===== src/rtl/cache_mem_arb.sv =====
`default_nettype none
// ============================================================================
// Module   : cache_mem_arb
// Brief    : Shares one memory line-transfer port between I-cache refill and
//            D-cache refill/writeback. Optional stall abort: ARB_TIMEOUT_EN.
// Revision : 1.0 - initial release
// ============================================================================
module cache_mem_arb #(
  parameter int LINE_WORDS = 16,
  parameter int TIMEOUT    = 1023
) (
  input  logic                          clk,
  input  logic                          rst,
  input  logic                          i_req,
  input  logic [31:0]                   i_addr,
  output logic                          i_gnt,
  output logic [31:0]                   i_rdata,
  output logic                          i_vld,
  output logic [$clog2(LINE_WORDS)-1:0] i_beat,
  output logic                          i_done,
  input  logic                          d_rd_req,
  input  logic                          d_wr_req,
  input  logic [31:0]                   d_addr,
  input  logic [31:0]                   d_wdata,
  output logic                          d_gnt,
  output logic [31:0]                   d_rdata,
  output logic                          d_vld,
  output logic [$clog2(LINE_WORDS)-1:0] d_beat,
  output logic                          d_done,
  output logic                          mem_req,
  output logic                          mem_we,
  output logic [31:0]                   mem_addr,
  input  logic                          mem_ack,
  input  logic [31:0]                   mem_rdata,
  input  logic                          mem_rvld,
  output logic [31:0]                   mem_wdata,
  output logic                          mem_wvld,
  input  logic                          mem_wrdy,
  output logic                          err
);

  localparam int          c_bw        = $clog2(LINE_WORDS);
  localparam int          c_ofs       = $clog2(LINE_WORDS * 4);
  localparam logic [31:0] c_line_mask = ~((32'd1 << c_ofs) - 32'd1);

  typedef enum logic [2:0] {
    ST_IDLE = 3'd0,
    ST_ADDR = 3'd1,
    ST_RD   = 3'd2,
    ST_WR   = 3'd3,
    ST_DONE = 3'd4
  } state_t;

  state_t            r_state;
  logic [c_bw-1:0]   r_cnt;
  logic              r_own_d;
  logic              r_last_d;
  logic              r_we;
  logic              r_gnt_i;
  logic              r_gnt_d;
  logic              r_mem_req;
  logic [31:0]       r_mem_addr;
  logic              r_done_i;
  logic              r_done_d;
  logic              r_err;

  logic              w_any;
  logic              w_pick_d;
  logic              w_rd_beat;
  logic              w_wr_beat;
  logic              w_last;
  logic              w_timeout;

  assign w_any     = i_req | d_rd_req | d_wr_req;
  // Writes always win; a read tie goes to whoever was not served last.
  assign w_pick_d  = d_wr_req | (d_rd_req & (~i_req | ~r_last_d));
  assign w_rd_beat = (r_state == ST_RD) & mem_rvld;
  assign w_wr_beat = (r_state == ST_WR) & mem_wrdy;
  assign w_last    = (r_cnt == c_bw'(LINE_WORDS - 1));

`ifdef ARB_TIMEOUT_EN
  localparam int c_sw = $clog2(TIMEOUT + 1);

  logic [c_sw-1:0] r_stall;
  logic            w_busy;
  logic            w_progress;

  assign w_busy     = (r_state == ST_ADDR) | (r_state == ST_RD) | (r_state == ST_WR);
  assign w_progress = ((r_state == ST_ADDR) & mem_ack) | w_rd_beat | w_wr_beat;
  assign w_timeout  = w_busy & ~w_progress & (r_stall == c_sw'(TIMEOUT - 1));

  always_ff @(posedge clk) begin
    if (rst) begin
      r_stall <= '0;
    end else if (!w_busy || w_progress) begin
      r_stall <= '0;
    end else begin
      r_stall <= r_stall + c_sw'(1);
    end
  end
`else
  logic w_unused_timeout;

  assign w_timeout        = 1'b0;
  assign w_unused_timeout = (TIMEOUT != 0);
`endif

  always_ff @(posedge clk) begin
    if (rst) begin
      r_state    <= ST_IDLE;
      r_cnt      <= '0;
      r_own_d    <= 1'b0;
      r_last_d   <= 1'b1;
      r_we       <= 1'b0;
      r_gnt_i    <= 1'b0;
      r_gnt_d    <= 1'b0;
      r_mem_req  <= 1'b0;
      r_mem_addr <= '0;
      r_done_i   <= 1'b0;
      r_done_d   <= 1'b0;
      r_err      <= 1'b0;
    end else begin
      r_done_i <= 1'b0;
      r_done_d <= 1'b0;
      r_err    <= 1'b0;
      case (r_state)
        ST_IDLE: begin
          if (w_any) begin
            r_state    <= ST_ADDR;
            r_own_d    <= w_pick_d;
            r_last_d   <= w_pick_d;
            r_we       <= d_wr_req;
            r_gnt_i    <= ~w_pick_d;
            r_gnt_d    <= w_pick_d;
            r_mem_req  <= 1'b1;
            r_mem_addr <= (w_pick_d ? d_addr : i_addr) & c_line_mask;
          end
        end
        ST_ADDR: begin
          if (w_timeout) begin
            r_state   <= ST_DONE;
            r_mem_req <= 1'b0;
            r_cnt     <= '0;
            r_done_i  <= ~r_own_d;
            r_done_d  <= r_own_d;
            r_err     <= 1'b1;
          end else if (mem_ack) begin
            r_state   <= r_we ? ST_WR : ST_RD;
            r_mem_req <= 1'b0;
            r_cnt     <= '0;
          end
        end
        ST_RD, ST_WR: begin
          if (w_timeout) begin
            r_state  <= ST_DONE;
            r_cnt    <= '0;
            r_done_i <= ~r_own_d;
            r_done_d <= r_own_d;
            r_err    <= 1'b1;
          end else if (w_rd_beat || w_wr_beat) begin
            // Counter is exactly line-index wide, so the last beat wraps it to 0.
            r_cnt <= r_cnt + c_bw'(1);
            if (w_last) begin
              r_state  <= ST_DONE;
              r_done_i <= ~r_own_d;
              r_done_d <= r_own_d;
            end
          end
        end
        ST_DONE: begin
          r_state <= ST_IDLE;
          r_gnt_i <= 1'b0;
          r_gnt_d <= 1'b0;
          r_we    <= 1'b0;
        end
        default: begin
          r_state <= ST_IDLE;
        end
      endcase
    end
  end

  assign i_gnt     = r_gnt_i;
  assign d_gnt     = r_gnt_d;
  assign i_done    = r_done_i;
  assign d_done    = r_done_d;
  assign err       = r_err;

  assign mem_req   = r_mem_req;
  assign mem_we    = r_mem_req & r_we;
  assign mem_addr  = r_mem_addr;

  assign i_vld     = w_rd_beat & ~r_own_d;
  assign d_vld     = w_rd_beat & r_own_d;
  assign i_rdata   = i_vld ? mem_rdata : '0;
  assign d_rdata   = d_vld ? mem_rdata : '0;
  assign i_beat    = r_gnt_i ? r_cnt : '0;
  assign d_beat    = r_gnt_d ? r_cnt : '0;

  assign mem_wvld  = (r_state == ST_WR);
  assign mem_wdata = mem_wvld ? d_wdata : '0;

endmodule
`default_nettype wire


===== config.mk =====
export PLATFORM = sky130hd
export DESIGN_NAME = cache_mem_arb
export DESIGN_NICKNAME = d
export VERILOG_FILES = /design/src/rtl/cache_mem_arb.sv
export SDC_FILE = /design/constraint.sdc
export NUM_CORES = 1
export LEC_CHECK = 0
export ABC_AREA = 1
export ABC_CLOCK_PERIOD_IN_PS = 1400
export BUFFER_PORTS_ARGS = -buffer_cell sky130_fd_sc_hd__buf_2
export CORE_AREA = 2 2 110 112
export CTS_CLUSTER_SIZE = 14
export DETAILED_ROUTE_END_ITERATION = 7
export DIE_AREA = 0 0 112 114
export HOLD_SLACK_MARGIN = 0.12
export PLACE_DENSITY = 0.57
export SLEW_MARGIN = 20
export SYNTH_ARGS = -nofsm -noshare
export SYNTH_HDL_FRONTEND = slang
export SYNTH_SLANG_ARGS = --single-unit

===== constraint.sdc =====
create_clock -name clk -period 1.4 [get_ports clk]
set_input_delay 0.35 -clock clk [delete_from_list [all_inputs] [get_ports clk]]
set_output_delay 0.35 -clock clk [all_outputs]
set_load 0.02 [all_outputs]

After elaboration in Yosys (flattened, before gate mapping)
Index checks and enable logic that the tools add are counted.

Bits in registers: 41. Bits of input ports: 136. Output and inout bits: 146. Word-level logic and storage cells: 74.

$add $sub $neg: 1. Equal/unequal tests: 9. Mux-type cells: 24. Bitwise gates (word level): 17. Reductions and logical operators: 12.

Operators by type and width (number): $mux 32 (4); $mux 4 (4); $mux 3 (4); $pmux 3 s3 (1); $ne 2x2->1 const B (4); $pmux 1 s2 (4); $pmux 4 s2 (1); $not 1->1 (7); $and 1x1->1 (6); $eq 3x2->1 const B (2); $mux 1 (6); $reduce_and 3->1 (2); $reduce_bool 2->1 (3); $add 4x1->4 const B (1); $eq 4x4->1 const B (1); $or 1x1->1 (4); $reduce_and 2->1 (2); $reduce_and 4->1 (1); $reduce_or 4->1 (1); $eq 3x1->1 const B (1); $eq 3x3->1 const B (1); $logic_not 3->1 (1); $reduce_or 2->1 (1); $logic_or 1x1->1 (1).

Logic depth before layout (Yosys ltp)
Depth after elaboration: 7. Mapped depth: 9.

Worst setup path after synthesis
Ideal clock, no wire load.

Path kind: register to output. From: register r_state[1]. To: output i_rdata[10]. Data arrival time: 1478 ps. Setup slack: -428 ps. Stages on the path, launching flop included: 8. Buffers on the path: 1. Path through: dfxtp_1 inv_1 nor2_4 nand3_2 nor2_2 inv_2 buf_6 nor2_1.

Word-level cells in the longest chain between the ends: 4.

Ends and longest elaborated chain: from (decl) (line 54) `state_t r_state;`; from (signal assigned) (line 148) `r_state <= r_we ? ST_WR : ST_RD;`; $eq 3x2->1 (line 77) `assign w_rd_beat = (r_state == ST_RD) & mem_rvld;`; $and 1x1->1 (line 77); $and 1x1->1 (line 193) `assign i_vld = w_rd_beat & ~r_own_d;`; named net i_vld (line 18) `output logic i_vld,`; $mux 32 (line 195) `assign i_rdata = i_vld ? mem_rdata : '0;`; to (decl) (line 17) `output logic [31:0] i_rdata,`.

The timed path passes the listed nets, and every way through them passes these cells.

Worst setup path after layout
From: register r_state[2]. To: output i_rdata[2].

Word-level cells in the longest chain between the ends: 4.

Ends and longest elaborated chain (line): $eq 3x2->1 (77); $and 1x1->1 (77); $and 1x1->1 (193); $mux 32 (195).

Every way passes these cells.

==> results.json <==
{
  "hold_depth": 2,
  "crit_buf_inv": 3,
  "cp_data_required_time_ps": 1050,
  "arrival_ps": 1540,
  "path_class": "reg2out",
  "vias_per_cell": 4.26,
  "ys_seq_area_frac": 0.293,
  "hold_class": "in2reg",
  "rows": 40,
  "cp_slowest_cell": "dfxtp_4",
  "antenna_found_initial": 0,
  "grt_pass1_vias": 3976,
  "synth_cells": 494,
  "die_h_microns": 114,
  "drive_above_1_share": 0.626,
  "clk-insertion-delay-late_ps": 290,
  "htree_levels": 2,
  "violations": "setup timing",
  "ys_types": 25,
  "setup_viol": 127,
  "port_buffers": 262,
  "hold_viol_final": 0,
  "cp_max_fo": 6,
  "min_period_ps": 1890,
  "status": "finished with violations",
  "clock_sinks": 41,
  "crit_path_start": "r_state[2]$_SDFFE_PP0P_",
  "p_total_mw": 8.66,
  "cp_top_family": "simple AND/OR/NAND/NOR gates",
  "worst_slack_ps": -493,
  "r2r_cells": 10,
  "nets": 943,
  "grt_setup_unrepaired": "true",
  "synth_seq_cells": 41,
  "r2r_end": "mem_addr[21]$_SDFFE_PP0P_",
  "skew_ps": 10.5,
  "syn-cell-area_sq_mm": 0.00280,
  "critPathLaunchType": "flop",
  "antenna_left": 0,
  "cpMostUsedCell": "nor2_4",
  "yosysWarnings": 0,
  "gp_congestion": 0.892,
  "dr.pass1.iters": 4,
  "dp_hpwl_microns": 8790,
  "holdPathEnd": "i_gnt$_SDFFE_PP0P_",
  "clk_pin_slew_ps": 70,
  "root_buffer": "clkbuf_16",
  "finalMaxSlewViolations": 0,
  "reg2reg_setup_slack_ps": -50,
  "grt_pass1_wl_microns": 19500,
  "leakage_nw": 3.57,
  "clk_path_buf_depth": 2,
  "die_x_microns": 112,
  "cts_made_buffers": 5,
  "maxClockFrequency_ghz": 0.528,
  "cp-end-kind": "output port",
  "core_sq_mm": 0.0117,
  "fillers": 987,
  "drc": 0,
  "area_delta_synth_final_pct": 143,
  "slowest_delay_ps": 360,
  "start_util": 0.239,
  "holdCritStartpoint": "rst",
  "rr_startpoint": "r_state[2]$_SDFFE_PP0P_",
  "drt_iter0_drc": 148,
  "totalWireLength_microns": 13400,
  "dieArea_sq_mm": 0.0128,
  "worstPathCellList": "nor2_4 > nand3_4 > nor2_4 > inv_6 > clkbuf_16 > nor2_4 > buf_6",
  "tritoncts": "done",
  "grt_max_degree": 28,
  "preCtsSetupSlack_ps": -221,
  "gr-usage-all-layers": 0.187,
  "ios": 282,
  "fin_crit_sh": 1.35,
  "grt_overflow_total": 0,
  "synth_area_per_cell_sq_um": 5.67,
  "via_count": 4071,
  "drv_cap": 0,
  "peakVddDrop_mv": 0.811,
  "power.density_mw_per_mm2": 1280,
  "wire_per_inst_microns": 14.0
}
-- placed cells by master, fill, tap and decap left out, types with 2 or more instances in the layout --
cell type / count
nand2_4: 12
nor2_4: 103
conb_1: 7
inv_2: 3
buf_2: 161
nor2_1: 10
nand2_1: 133
a21oi_1: 20
o21ai_0: 2
dfxtp_1: 34
inv_6: 3
dfxtp_2: 6
a21oi_2: 13
buf_12: 13
nand3_1: 4
o21ai_2: 2
nand3_4: 3
inv_4: 3
buf_16: 6
nand4_1: 3
clkbuf_8: 2
nand3_2: 2
inv_1: 83
buf_8: 2
buf_6: 106
o21ai_1: 2
nor2_2: 2
clkbuf_16: 11
nand2_2: 15
buf_4: 33
-- timing repair --
action,CTS,global route
resized for setup,241,73
setup endpoints to repair,143,143
endpoints found under the hold margin,0,0
buffers inserted,16,5
hold buffers,0,0
cloned,8,6
pin swaps,14,20
-- stage by stage --
stage / std cells / hold slack (ps) / instance area, sq um / utilization / TNS (ps)
finish: 955 / 313 / 6790 / 0.580 / -42560
global route: 954 / 328 / 6790 / 0.580 / -49830
CTS: 947 / 300 / 6450 / 0.551 / -41690
detailed placement: 915 / 455 / 5180 / 0.442 / -17270
global placement: 915 / 450 / 5180 / 0.442 / -15990
floorplan: 500 / 419 / 3580 / - / -15390
-- worst max path at each step --
stage	slack (ps)	to	cells past startpoint
after global routing	-560	i_rdata[2]	8
after CTS	-470	d_rdata[11]	8
after detailed placement	-220	i_rdata[22]	8
after global placement	-200	i_rdata[31]	8
after floorplan	-260	d_rdata[10]	7
final	-490	i_rdata[2]	7
-- power breakdown --
part	total (mW)	internal, mW	switching (mW)
sequential	1.75	1.49	0.260
clock	1.25	0.765	0.484
combinational	5.66	2.66	3.00
-- cells by family (layout without fill, tap and decap cells) --
group,after synthesis,after routing,synth area share
DFF,41,41,0.293
adders and majority gates,1,1,0.00447
buffers and inverters,121,428,0.202
xor gates and xnor gates,1,1,0.00313
other,1,8,0.00134
AOI/OAI and AO/OA,42,42,0.0943
and+or+nand+nor,287,287,0.402
-- flip-flops by register name, indices dropped and copies added (netlist names) --
signal / cells
d_done: 1
d_gnt: 1
i_done: 1
i_gnt: 1
mem_addr: 26
mem_req: 1
r_cnt: 4
r_last_d: 1
r_own_d: 1
r_state: 3
r_we: 1
-- synthesized netlist by cell type --
library cell | count | area [sq um]
xor2_1 | 1 | 8.76
inv_2 | 4 | 15.0
buf_6 | 8 | 90.1
buf_4 | 12 | 90.1
inv_1 | 88 | 330
clkbuf_1 | 6 | 22.5
nor2_2 | 2 | 12.5
o211ai_1 | 1 | 7.51
nand3_2 | 1 | 10.0
buf_2 | 2 | 10.0
nand3_1 | 8 | 40.0
conb_1 | 1 | 3.75
nor2_1 | 111 | 417
nor2_4 | 2 | 22.5
nand2_2 | 2 | 12.5
ha_1 | 1 | 12.5
a21oi_1 | 23 | 115
a21oi_2 | 10 | 87.6
inv_4 | 1 | 6.26
o21ai_4 | 1 | 16.3
a21boi_0 | 1 | 7.51
o21ai_0 | 6 | 30.0
dfxtp_1 | 41 | 821
nand2_1 | 158 | 593
nand4_1 | 3 | 18.8
-- per-layer routing --
metal	vias up	track usage	part of all wire
met4	0	0.0504	0.016
met2	176	0.353	0.54
met1	1819	0.207	0.37
li1	2055	-	-
met3	21	0.0489	0.074
met5	-	0	0
-- layout make-up --
type	count	area, sq um	share of cell area
repair buffers	327	2850	0.420
multi-input cells	338	2380	0.350
flip-flops and latches	41	832	0.123
inverters	93	379	0.0558
well taps	147	184	0.0271
clock buffers	7	153	0.0225
clock inverters	1	8.76	0.00129
diodes	1	2.50	0.000368
No activity file was read; power rests on OpenSTA's default activity.
